===== src/rtl/cnn_pkg.sv =====
// cnn_pkg: shared defaults and FSM state encoding for the CNN classifier tail
package cnn_pkg;
  localparam int DEF_NUM_CLASSES = 10;
  localparam int DEF_DATA_W = 32;
  localparam int DEF_IDX_W = 4;
  typedef enum logic [1:0] {IDLE, ACCUM, DONE} state_t;
endpackage


===== src/rtl/argmax_update.sv =====
// argmax_update: signed strictly-greater compare/select of one score against the running best
module argmax_update import cnn_pkg::*; #(
  parameter int DATA_W = DEF_DATA_W,
  parameter int IDX_W = DEF_IDX_W
) (
  input  logic signed [DATA_W-1:0] i_best,
  input  logic        [IDX_W-1:0]  i_best_idx,
  input  logic signed [DATA_W-1:0] i_score,
  input  logic        [IDX_W-1:0]  i_cnt,
  output logic signed [DATA_W-1:0] o_next_best,
  output logic        [IDX_W-1:0]  o_next_idx
);
  logic w_gt;
  always_comb begin
    w_gt = i_score > i_best;
    o_next_best = w_gt ? i_score : i_best;
    o_next_idx = w_gt ? i_cnt : i_best_idx;
  end
endmodule


===== src/rtl/argmax_stream_ctrl.sv =====
// argmax_stream_ctrl: running argmax over a beat-serial frame of class scores with result handshake
module argmax_stream_ctrl import cnn_pkg::*; #(
  parameter int NUM_CLASSES = DEF_NUM_CLASSES,
  parameter int DATA_W = DEF_DATA_W,
  parameter int IDX_W = DEF_IDX_W
) (
  input  logic                     clk,
  input  logic                     rst,
  input  logic                     score_valid,
  output logic                     score_ready,
  input  logic signed [DATA_W-1:0] score_data,
  input  logic                     score_last,
  output logic                     result_valid,
  input  logic                     result_ready,
  output logic        [IDX_W-1:0]  result_index,
  output logic signed [DATA_W-1:0] result_score,
  output logic                     err_len,
  output logic        [15:0]       frame_count
);
  state_t r_state, w_state_nx;
  logic [IDX_W:0] r_cnt, w_cnt_nx;
  logic signed [DATA_W-1:0] r_best, w_best_nx;
  logic [IDX_W-1:0] r_idx, w_idx_nx;
  logic r_err;
  logic [15:0] r_frame_count;
  logic w_acc, w_full, w_end;
  argmax_update #(.DATA_W(DATA_W), .IDX_W(IDX_W)) u_upd (
    .i_best(r_best),
    .i_best_idx(r_idx),
    .i_score(score_data),
    .i_cnt(r_cnt[IDX_W-1:0]),
    .o_next_best(w_best_nx),
    .o_next_idx(w_idx_nx)
  );
  always_comb begin
    score_ready = !rst && r_state != DONE;
    w_acc = score_valid && score_ready;
    w_cnt_nx = r_state == IDLE ? (IDX_W+1)'(1) : r_cnt + 1'b1;
    w_full = w_cnt_nx == (IDX_W+1)'(NUM_CLASSES);
    w_end = w_acc && (score_last || w_full);
    w_state_nx = r_state == DONE ? (result_ready ? IDLE : DONE) : w_end ? DONE : w_acc ? ACCUM : r_state;
  end
  always_ff @(posedge clk) begin
    if (rst) begin
      r_state <= IDLE;
      r_cnt <= '0;
      r_best <= '0;
      r_idx <= '0;
      r_err <= 1'b0;
      r_frame_count <= '0;
    end else begin
      r_state <= w_state_nx;
      r_err <= w_end && (score_last != w_full);
      if (w_acc) begin
        r_cnt <= w_cnt_nx;
        r_best <= r_state == IDLE ? score_data : w_best_nx;
        r_idx <= r_state == IDLE ? '0 : w_idx_nx;
      end
      if (r_state == DONE && result_ready) r_frame_count <= r_frame_count + 1'b1;
    end
  end
  always_comb begin
    result_valid = r_state == DONE;
    result_index = r_idx;
    result_score = r_best;
    err_len = r_err;
    frame_count = r_frame_count;
  end
endmodule


===== config.mk =====
export PLATFORM = sky130hd
export DESIGN_NAME = argmax_stream_ctrl
export DESIGN_NICKNAME = d
export VERILOG_FILES = /design/src/rtl/cnn_pkg.sv /design/src/rtl/argmax_update.sv /design/src/rtl/argmax_stream_ctrl.sv
export SDC_FILE = /design/constraint.sdc
export NUM_CORES = 1
export LEC_CHECK = 0
export CORE_AREA = 5 5 82 103
export CTS_CLUSTER_SIZE = 14
export DETAILED_ROUTE_END_ITERATION = 7
export DIE_AREA = 0 0 87 108
export PLACE_DENSITY_LB_ADDON = 0.15
export SLEW_MARGIN = 10
export SYNTH_ARGS = -nofsm -noshare
export SYNTH_HDL_FRONTEND = slang
export SYNTH_HIERARCHICAL = 1
export SYNTH_SLANG_ARGS = --single-unit

===== constraint.sdc =====
create_clock -name clk -period 5.34 [get_ports clk]
set_input_delay 1.068 -clock clk [delete_from_list [all_inputs] [get_ports clk]]
set_output_delay 1.068 -clock clk [all_outputs]
set_load 0.02 [all_outputs]

==> summary.md <==
| Metric | Value |
|---|---|
| GR Overflow Total | `0` |
| Synth async-reset ratio | `0` |
| CP Class | `primary input to register` |
| Post-synthesis sequential area ratio | `0.305` |
| H-tree depth | `3` |
| Vias | `3,766` |
| Synth Register Bits | `60` |
| Post-CTS setup repair buffer count | `0` |
| Diode count | `0` |
| Critical Path Slowest Stage Cell | `a311oi_4` |
| Resize count post-CTS | `0` |
| RSZ-0062 raised after global routing | `no` |
| Mapped cell area | `0.00394 mm^2` |
| Class of the worst hold path | `register to register` |
| Startpoint Class | `primary input` |
| Port-buffer cells | `91` |
| GP Congestion | `0.859` |
| CTS max path bufs | `2` |
| Worst Tran Pin Value | `1.22 ns` |
| Synth Area per Inst | `8.03 um^2` |
| Initial Utilization | `0.539` |
| Pwr Density | `234 mW/mm^2` |
| Max Slew Vio Count | `0` |
| Initial antenna violation count | `0` |
| Met3 Wirelength | `422 um` |
| IO Count | `92` |
| Post-synth net total | `563` |
| WL final | `9650 um` |
| Slew Limit Headroom | `0.186` |
| Final Cycle Share | `0.787` |
| Critical Path AT | `4.35 ns` |
| Min cycle time layout | `4.20 ns` |
| Die area | `0.00940 mm^2` |
| Setup TNS | `0 ns` |
| Most used cell, CP | `nand2_1` |
| Pin count of the biggest net entering global routing | `72` |
| Final setup margin | `1.14 ns` |
| Clock latency on the worst-skew pair | `0.34 ns` |
| # Max-Cap Violations | `0` |
| Vias per std cell | `5.65` |
| Count of flip-flops with a built-in enable after synthesis | `0` |
| Final setup fails | `0` |
| Peak supply drop | `0.148 mV` |
| Synth-to-Final Area Change | `28.1%` |
| Critical Path Sink Type | `register` |
| Crit path buffers/inverters | `2` |
| Final Skew | `0.0119 ns` |
| Routed wl met2 | `4900 um` |
| Dpl ws | `0.820 ns` |
| Lkg Pwr | `1.90 nW` |
| DRC viols | `0` |
| Number of global-route vias before repair | `3,516` |
| Die Height | `108 um` |
| Root buffer cell | `clkbuf_8` |
| Main synth FF type | `dfxtp_1` |
| Outcome | `finished clean` |
| GRT Total Usage | `0.206` |
| M1 wire length | `4260 um` |
| FP Rows | `35` |
| Number of hold violations in the final report | `0` |
| Hold buffers post-CTS | `0` |
| Clock transition at path regs | `0.07 ns` |
| Fill cell instance count of the final layout | `617` |
| Worst EP required | `5.49 ns` |
| Core area | `0.00731 mm^2` |
| Layout cell share with drive strength beyond 1 | `0.111` |
| Clock sinks | `60` |
| CTS tree | `built` |
| Post-synthesis cell type count | `49` |
| First-pass GRT wire length | `15,800 um` |
| Iteration count of the initial detailed-routing pass | `4` |
| Slowest stage delay, CP | `0.64 ns` |
| Cell chain of the critical path | `clkdlybuf4s50_1 > ha_1 > nand4_2 > nor4_2 > nand2_1 > nor3_1 > nor2_1 > a311oi_4 > buf_4 > mux2_2 > nand2_1 > a311oi_1` |
| Num CTS Buffers | `9` |
| # nets final | `641` |
| Highest Signal Layer | `met4` |
| Wire per inst | `14.5 um` |
| Worst path top cell family by delay | `simple AND/OR/NAND/NOR gates` |
| Detail Route Antenna Nets | `0` |
| Crit Path Max Fanout | `12` |
| Dpl hpwl | `6770 um` |
| Yosys warnings | `6` |
| Die width | `87 um` |
| Synth Instances | `491` |
| Starting DRT DRC Count | `165` |
| Max Fclk | `238 MHz` |
## Yosys cell counts, types with 2 or more instances
cell type  instances  area, um^2
nand2_1           92         345
dfxtp_1           60        1200
nor2_1            52         195
inv_1             38         143
ha_1              35         438
a311oi_1          34         298
mux2_2            33         372
a21oi_1           26         130
clkbuf_1          22        82.6
nand3_1           16        80.1
nand4_1            9        56.3
o21ai_0            8        40.0
xor2_1             8        70.1
and3_1             4        25.0
or4_1              4        30.0
buf_6              3        33.8
mux2_1             3        33.8
nor3_1             3        15.0
o31ai_1            3        22.5
xnor2_1            3        26.3
a22oi_1            2        15.0
buf_2              2        10.0
mux2i_1            2        20.0
nand2b_1           2        12.5
nand4_2            2        25.0
nor2b_1            2        12.5
## sequential cells by signal, summed over array words and instances (netlist names)
| name | cells |
|---|---|
| err_len | 1 |
| r_cnt | 5 |
| result_score | 32 |
| result_index | 4 |
| r_state | 2 |
| frame_count | 16 |
## per-stage QoR
step	utilization	area (um^2)	hold slack, ns	power [W]	std cells
after floorplan	-	3940	0.464	0.000716	491
after global placement	0.667	4880	0.459	0.000823	650
after detailed placement	0.667	4880	0.466	0.000830	650
after CTS	0.690	5050	0.476	0.00119	666
after global routing	0.690	5050	0.520	0.00125	666
final	0.690	5050	0.474	0.00118	666
## cell families (layout without fill, tap and decap cells)
logic type	Yosys count	count (layout)	synth area share
adders and majority gates	35	35	0.111
and+or+nand+nor	199	199	0.230
muxes	38	38	0.108
xor gates and xnor gates	11	11	0.0244
buffers and inverters	66	149	0.0692
AOI/OAI and AO/OA	82	82	0.152
DFF	60	60	0.305
## cell type report
type	count	area, um^2	share of cell area
multi-input combinational	365	2470	0.490
sequential	60	1200	0.238
timing repair buffer	95	948	0.188
inverter	38	143	0.0283
clock buffer	11	141	0.0280
tap	92	115	0.0228
clock inverter	5	27.5	0.00545
## power breakdown
group / switching [W] / internal, W
Combinational: 0.000170 / 0.000159
Sequential: 0.0000227 / 0.000468
Clock: 0.000184 / 0.000178
Total: 0.000377 / 0.000806
## worst register-to-register path, cell delays in order (launching register included)
cell and delay, ns:
dfxtp_1 0.40, inv_1 0.06, ha_1 0.33, nand4_2 0.15, nor4_2 0.34, nand2_1 0.15
nor3_1 0.22, nor2_1 0.09, a311oi_4 0.64, buf_4 0.33, mux2_2 0.36, nand2_1 0.06
a311oi_1 0.10
## worst paths after layout
check                           startpoint                       endpoint  slack [ns]  cells past startpoint
max                         score_data[31]  result_score[30]$_SDFFE_PP0P_        1.14                     12
min           result_index[3]$_SDFFE_PP0P_   result_index[3]$_SDFFE_PP0P_        0.47                      2
max reg2reg  result_score[31]$_SDFFE_PP0P_  result_score[30]$_SDFFE_PP0P_        1.92                     12
min reg2reg   result_index[3]$_SDFFE_PP0P_   result_index[3]$_SDFFE_PP0P_        0.47                      2
## placed cells by master (no fill, tap or decap), types with 2 or more instances in the layout
cell / instances
nor2b_1: 2
dfxtp_1: 60
buf_4: 3
a22oi_1: 2
clkbuf_8: 10
nand4_2: 2
xor2_1: 8
nor3_1: 3
mux2_2: 33
a311oi_1: 34
and3_2: 2
a21oi_1: 26
o31ai_1: 3
nand2b_1: 2
o21ai_0: 8
or4_1: 4
and3_1: 3
inv_1: 38
clkdlybuf4s50_1: 90
nand4_1: 9
xnor2_1: 3
mux2_1: 3
nor2_1: 51
mux2i_1: 2
nand3_1: 16
clkinv_2: 4
nand2_1: 92
ha_1: 35
## layer usage
metal,vias to the layer above,GRT usage
met5,-,0
met3,7,0.0412
met4,0,0.0612
li1,1892,-
met1,1791,0.251
met2,76,0.362
(Power assumes the default switching activity.)
